**config.mk**
```make
export PLATFORM = sky130hd
export DESIGN_NAME = operand_fetch_ctrl
export DESIGN_NICKNAME = d
export VERILOG_FILES = /design/src/rtl/operand_fetch_ctrl.sv
export SDC_FILE = /design/constraint.sdc
export NUM_CORES = 1
export LEC_CHECK = 0
export BUFFER_PORTS_ARGS = -buffer_cell sky130_fd_sc_hd__buf_2
export CAP_MARGIN = 20
export CELL_PAD_IN_SITES_DETAIL_PLACEMENT = 0
export CELL_PAD_IN_SITES_GLOBAL_PLACEMENT = 1
export CORE_AREA = 4 4 212 214
export DETAILED_ROUTE_END_ITERATION = 7
export DIE_AREA = 0 0 216 218
export PLACE_DENSITY = 0.73
export SLEW_MARGIN = 15
export SYNTH_ARGS = -nofsm -noshare
export SYNTH_HDL_FRONTEND = slang
export SYNTH_SLANG_ARGS = --single-unit
```
**constraint.sdc**
```tcl
create_clock -name clk -period 13.5 [get_ports clk]
set_clock_uncertainty 0.05 [all_clocks]
set_input_delay 2.7 -clock clk [delete_from_list [all_inputs] [get_ports clk]]
set_output_delay 2.7 -clock clk [all_outputs]
set_load 0.005 [all_outputs]
```
**src/rtl/operand_fetch_ctrl.sv**
```systemverilog
// Operand fetch controller: issues register reads, hands operands to execute over valid/ready,
// routes writebacks into the register file and tracks pending destinations in a scoreboard.
module operand_fetch_ctrl #(
  parameter int DW = 72,
  parameter int AW = 6
) (
  input  logic                 clk,
  input  logic                 reset,
  input  logic                 in_valid,
  output logic                 in_ready,
  input  logic [AW-1:0]        in_rs1,
  input  logic [AW-1:0]        in_rs2,
  input  logic [AW-1:0]        in_rd,
  input  logic                 in_rd_en,
  output logic                 out_valid,
  input  logic                 out_ready,
  output logic [DW-1:0]        out_op1,
  output logic [DW-1:0]        out_op2,
  output logic [AW-1:0]        out_rd,
  output logic                 out_rd_en,
  input  logic                 wb_valid,
  input  logic [AW-1:0]        wb_addr,
  input  logic [DW-1:0]        wb_data,
  output logic                 rf_write,
  output logic [AW-1:0]        rf_reg1_address,
  output logic [AW-1:0]        rf_reg2_address,
  output logic [AW-1:0]        rf_reg_r_address,
  output logic [DW-1:0]        rf_result_in,
  input  logic [DW-1:0]        rf_data_out1,
  input  logic [DW-1:0]        rf_data_out2,
  output logic [(1<<AW)-1:0]   busy_mask,
  output logic                 wb_unexpected
);

  localparam logic [1:0] IDLE    = 2'd0;
  localparam logic [1:0] READ    = 2'd1;
  localparam logic [1:0] CAPTURE = 2'd2;
  localparam logic [1:0] HOLD    = 2'd3;

  logic [1:0]          state_q, state_d;
  logic [AW-1:0]       rs1_q, rs1_d;
  logic [AW-1:0]       rs2_q, rs2_d;
  logic [AW-1:0]       rd_q, rd_d;
  logic                rd_en_q, rd_en_d;
  logic                out_valid_q, out_valid_d;
  logic [DW-1:0]       op1_q, op1_d;
  logic [DW-1:0]       op2_q, op2_d;
  logic [AW-1:0]       out_rd_q, out_rd_d;
  logic                out_rd_en_q, out_rd_en_d;
  logic [(1<<AW)-1:0]  busy_q, busy_d;
  logic                wb_unexpected_q, wb_unexpected_d;
  logic                hazard;
  logic                accept;

  // Hazards use only the registered scoreboard; a writeback frees its register one cycle later.
  assign hazard   = busy_q[in_rs1] | busy_q[in_rs2] | (in_rd_en & busy_q[in_rd]);
  assign in_ready = (state_q == IDLE) & ~hazard;
  assign accept   = in_valid & in_ready;

  assign rf_write         = wb_valid;
  assign rf_reg_r_address = wb_addr;
  assign rf_result_in     = wb_data;
  assign rf_reg1_address  = rs1_q;
  assign rf_reg2_address  = rs2_q;

  assign out_valid     = out_valid_q;
  assign out_op1       = op1_q;
  assign out_op2       = op2_q;
  assign out_rd        = out_rd_q;
  assign out_rd_en     = out_rd_en_q;
  assign busy_mask     = busy_q;
  assign wb_unexpected = wb_unexpected_q;

  always_comb begin
    state_d     = state_q;
    rs1_d       = rs1_q;
    rs2_d       = rs2_q;
    rd_d        = rd_q;
    rd_en_d     = rd_en_q;
    out_valid_d = out_valid_q;
    op1_d       = op1_q;
    op2_d       = op2_q;
    out_rd_d    = out_rd_q;
    out_rd_en_d = out_rd_en_q;
    busy_d      = busy_q;

    case (state_q)
      IDLE: begin
        if (accept) begin
          rs1_d   = in_rs1;
          rs2_d   = in_rs2;
          rd_d    = in_rd;
          rd_en_d = in_rd_en;
          state_d = READ;
        end
      end
      // A writeback edge makes the register file write instead of read, so retry.
      READ: begin
        if (!wb_valid) state_d = CAPTURE;
      end
      CAPTURE: begin
        op1_d       = rf_data_out1;
        op2_d       = rf_data_out2;
        out_rd_d    = rd_q;
        out_rd_en_d = rd_en_q;
        out_valid_d = 1'b1;
        state_d     = HOLD;
      end
      HOLD: begin
        if (out_ready) begin
          out_valid_d = 1'b0;
          state_d     = IDLE;
        end
      end
      default: state_d = IDLE;
    endcase

    // Clear first so a same-edge set of the same register wins.
    if (wb_valid) busy_d[wb_addr] = 1'b0;
    if (accept && in_rd_en) busy_d[in_rd] = 1'b1;
  end

  assign wb_unexpected_d = wb_valid & ~busy_q[wb_addr];

  always_ff @(posedge clk or posedge reset) begin
    if (reset) begin
      state_q         <= IDLE;
      rs1_q           <= '0;
      rs2_q           <= '0;
      rd_q            <= '0;
      rd_en_q         <= 1'b0;
      out_valid_q     <= 1'b0;
      op1_q           <= '0;
      op2_q           <= '0;
      out_rd_q        <= '0;
      out_rd_en_q     <= 1'b0;
      busy_q          <= '0;
      wb_unexpected_q <= 1'b0;
    end else begin
      state_q         <= state_d;
      rs1_q           <= rs1_d;
      rs2_q           <= rs2_d;
      rd_q            <= rd_d;
      rd_en_q         <= rd_en_d;
      out_valid_q     <= out_valid_d;
      op1_q           <= op1_d;
      op2_q           <= op2_d;
      out_rd_q        <= out_rd_d;
      out_rd_en_q     <= out_rd_en_d;
      busy_q          <= busy_d;
      wb_unexpected_q <= wb_unexpected_d;
    end
  end

endmodule
```
# Word-level counts from Yosys, hierarchy flattened
# Index checks and enable logic that the tools add are counted.
# op_classes
eq_ne	6
mux	20
n_bitwise	11
order_cmp	6
n_reduce_logical	8
# ops
operator	n
$mux W64	2
$and A64 B64 Y64	1
$not A64 Y64	1
$or A64 B64 Y64	1
$lt A6 B7 Y1 const B	4
$bmux W1 S6	4
$demux W1 S6	2
$ge A6 B1 Y1 const B	2
$pmux W2 S4	1
$mux W1	7
$mux W2	3
$ne A2 B2 Y1 const B	3
$and A1 B1 Y1	4
$eq A2 B2 Y1 const B	2
$reduce_and A2 Y1	2
$logic_and A1 B1 Y1	3
$reduce_and A3 Y1	1
$eq A2 B1 Y1 const B	1
$logic_not A2 Y1	1
$not A1 Y1	2
$or A1 B1 Y1	2
$pmux W1 S2	1
$reduce_bool A2 Y1	1
# word_totals
ff_bits	238
inputBits	246
word_cells	63
out_inout_bits	309

# Depth between registers and ports, before layout
# logic_depth
ltp_word	9
ltp_mapped	11
mapped_depth_nobuf	7

# Worst setup path before layout
# Ideal clock, no wire load.
# synth_timing
path_type	in2out
start	input in_rd[2]
end	output in_ready
arrival_ns	4.672
path_buffers	2
cell_stages	8
setup_slack_ns	6.078
required_time_ns	10.750
path_cell_list	buf_2 -> buf_2 -> mux4_2 -> mux2i_1 -> nor2_1 -> or4_4 -> o41a_1 -> nor3_1
# synth_between
elab_chain_cells	6
# synth_lines
element	line	source
from (decl)	13	input logic [AW-1:0] in_rd,
$bmux W1 S6	56	assign hazard = busy_q[in_rs1] | busy_q[in_rs2] | (in_rd_en & busy_q[in_rd]);
$mux W1 (implied by the code)	56	
$and A1 B1 Y1	56	
$or A1 B1 Y1	56	
$not A1 Y1	57	assign in_ready = (state_q == IDLE) & ~hazard;
$and A1 B1 Y1	57	
to (decl)	10	output logic in_ready,
# No other way between the ends. The select of a mux whose other input is x is not followed.

# Worst setup path in the final report
# layout_timing
start	input in_rd[0]
end	output in_ready
# Same word-level chain as after synthesis.

==> flow_metrics.py <==
metrics = {
    "routing": {
        "wl_mm": 46.7,
        "wire_per_inst_um": 24.8,
        "drtPass1Iterations": 6,
        "avgViaCountPerCell": 5.25,
        "wl_met2_mm": 22.2,
        "drt_iter0_drc": 1000,
        "drt-met1-wl_mm": 18.0,
        "wl_met3_mm": 4.57,
        "ant_nets": 0,
        "vias": 9859,
        "drcViolationCount": 0,
        "top_layer": "met4",
    },
    "worst_setup_path": {
        "cp.required_ns": 10.75,
        "endpoint_kind": "output port",
        "crit_path_max_fanout": 15,
        "startpoint_type": "input pin",
        "critical_path_class": "input pin to output port",
        "arrival_ns": 5.41,
    },
    "sta": {
        "period_needed_ns": 8.16,
        "rsz0062_at_grt": "no",
        "layout_setup_ws_ns": 5.34,
        "setup_viol": 0,
        "relSlewSlack_pct": 26.8,
        "hold_viol": 0,
        "setup_tns_ns": 0,
        "drv_slew": 0,
        "tightest_slew_ns": 1.10,
        "min_period_over_period_pct": 60.4,
        "fin_hold_ws_ns": 0.447,
        "max_freq_mhz": 123,
    },
    "clock_tree": {
        "path_clk_slew_ns": 0.05,
        "htreeDepth": 1,
        "cts_tree": "done",
        "postCtsHoldBufs": 0,
        "clk_latency_ns": 0.58,
        "clockRootBuffer": "clkbuf_16",
        "post_cts_buffers": 0,
        "cts_resized": 0,
        "clock-sinks": 238,
        "numCtsBuffers": 28,
        "clk_path_buf_depth": 3,
    },
    "placed_design": {
        "placed_cells": 1828,
        "preCtsSetupSlack_ns": 5.30,
        "portBuffers": 410,
        "gp_congestion": 0.916,
        "hpwlAfterDp_mm": 34.7,
    },
    "synthesis": {
        "synthArstFlopShare_pct": 100,
        "synth_area_mm2": 0.0124,
        "mappedNetlistNets": 1227,
        "syn_area_per_cell_um2": 12.6,
        "ys.warnings.count": 0,
        "yosysSeqAreaShare_pct": 48.2,
        "synth.distinct_cells": 55,
        "synth_ff_type": "dfrtp_1",
        "ys_seq_elements": 238,
        "syn_inst": 977,
        "synth_edf_count": 0,
    },
    "power_and_ir_drop": {
        "vdd_drop_max_uv": 149,
        "p_clk_share_pct": 26.4,
        "p_comb_share_pct": 34.4,
        "cellLeakagePower_nw": 6.82,
        "power_density_mw_per_mm2": 201,
        "p_switching_mw": 1.01,
        "swShare_pct": 32.7,
        "p_seq_share_pct": 39.2,
        "p_total_mw": 3.08,
        "p_int_mw": 2.07,
    },
    "layout": {
        "finalNetCount": 1523,
        "antenna_cells": 0,
        "syn_to_final_growth_pct": 23.6,
        "final_layout_size_suffix_gt1_share_pct": 56.5,
        "final_cells": 1879,
    },
    "die": {
        "die_x_um": 216,
        "row_count": 76,
        "die_h_um": 218,
        "io_pins": 555,
        "die_area_mm2": 0.0471,
        "core_area_mm2": 0.0429,
        "initial_core_util_pct": 28.8,
    },
    "grt": {
        "grt_usage_pct": 19.0,
        "grt_overflow_total": 0,
        "grt_start_max_net_pins": 106,
        "antenna_found_initial": 2,
        "grt_pass1_wl_mm": 68.0,
        "first_global_vias": 10152,
    },
    "flow_run": {
        "maxCapViolCount": 0,
    },
    "status": {
        "outcome": "finished, final reports clean",
    },
    "hold_path": {
        "hold_class": "flip-flop to flip-flop",
    },
}
[cell usage in the layout, fill, tap and decap left out, types with 3 or more instances in the layout]
cell type and instances:
nand2b_1 4, a221oi_1 15, a311oi_1 3, nand3b_1 4
a31oi_1 4, nor3_1 4, a21oi_1 8, nand3_1 15
inv_1 13, and3_1 3, ha_1 3, a22oi_1 21
clkbuf_8 8, o21ai_0 76, o31ai_2 31, mux2_2 187
bufinv_16 3, clkinvlp_4 5, o31ai_1 35, buf_4 4
or3_1 4, mux2i_1 14, dfrtp_1 238, and2_1 5
nor2_1 24, nor2b_1 12, buf_2 410, mux4_2 39
o211ai_1 4, clkbuf_16 28, o22ai_1 3, nand2_1 26
[cell type report]
class	count	area, um2
flip-flops and latches	238	5960
fillers	4272	27600
clock buffers	36	811
inverters	14	60.1
clock inverters	15	205
multi-input cells	577	5430
repair buffers	414	2080
well taps	585	732
[synthesized netlist by cell type, types with 4 or more instances]
cell	count	area (um2)
a221oi_1	15	131
buf_4	81	608
nand2b_1	4	25.0
or3_1	4	25.0
a31oi_1	4	25.0
nand3b_1	4	30.0
nand2_1	27	101
and2_1	5	31.3
nand3_1	15	75.1
clkbuf_1	40	150
mux2i_1	14	140
inv_1	14	52.6
buf_6	8	90.1
a22oi_1	21	158
nor2b_1	12	75.1
nor2_1	24	90.1
mux2_2	187	2110
nor3_1	4	20.0
buf_2	13	65.1
ha_1	4	50.1
dfrtp_1	238	5960
o31ai_2	31	388
buf_1	6	22.5
o31ai_1	35	263
o211ai_1	4	30.0
a21oi_1	8	40.0
mux4_2	39	878
o21ai_0	76	380
[sequential cells by signal, summed over array words and instances (netlist names)]
signal	flops
busy_mask	64
out_op1	72
out_op2	72
out_rd	6
out_rd_en	1
out_valid	1
rd_en_q	1
rd_q	6
rf_reg1_address	6
rf_reg2_address	6
state_q	2
wb_unexpected	1
[power by group through the flow]
stage               combinational [mW]  clock, mW  sequential, mW
floorplan                        0.606          0            1.19
global placement                  1.06          0            1.20
detailed placement                1.08          0            1.22
CTS                               1.08      0.840            1.21
global route                      1.15      0.866            1.24
finish                            1.06      0.812            1.21
[critical path: stages]
cell	delay, ns
buf_2	0.27
nor2b_1	0.55
or2_2	0.21
o32ai_1	0.08
or4_4	0.56
o41a_1	0.52
nor3_1	0.32
buf_2	0.20
[final timing paths]
kind	startpoint	to	slack, ns	cells after the start
max in group asynchronous	reset	rf_reg2_address[0]$_DFFE_PP0P_	9.68	3
worst min-delay path	out_op2[71]$_DFFE_PP0P_	out_op2[71]$_DFFE_PP0P_	0.45	1
worst min register to register	out_op2[71]$_DFFE_PP0P_	out_op2[71]$_DFFE_PP0P_	0.45	1
min in group asynchronous	reset	out_op1[35]$_DFFE_PP0P_	2.21	2
worst max register to register	busy_mask[7]$_DFF_PP0_	rd_q[5]$_DFFE_PP0P_	9.72	8
worst max-delay path	in_rd[0]	in_ready	5.34	8
[metal layers]
| metal | vias up | GRT usage [%] |
|---|---|---|
| met3 | 153 | 5.67 |
| met2 | 552 | 30.8 |
| li1 | 4197 | - |
| met1 | 4957 | 24.0 |
| met4 | 0 | 7.36 |
| met5 | - | 0 |
[metrics by stage]
stage / cell area (um2) / utilization (%)
floorplan: 12400 / -
global placement: 14300 / 33.3
detailed placement: 14300 / 33.3
CTS: 15300 / 35.6
global route: 15300 / 35.6
finish: 15300 / 35.6
[cells by family after synthesis]
logic type / count (synthesis) / share of synthesized area, %
adders and majority gates: 4 / 0.405
AOI/OAI and AO/OA: 224 / 13.7
and+or+nand+nor: 109 / 4.47
buffers and inverters: 162 / 8.00
muxes: 240 / 25.3
DFF: 238 / 48.2
Note: power is estimated with default switching activity, not from simulation.
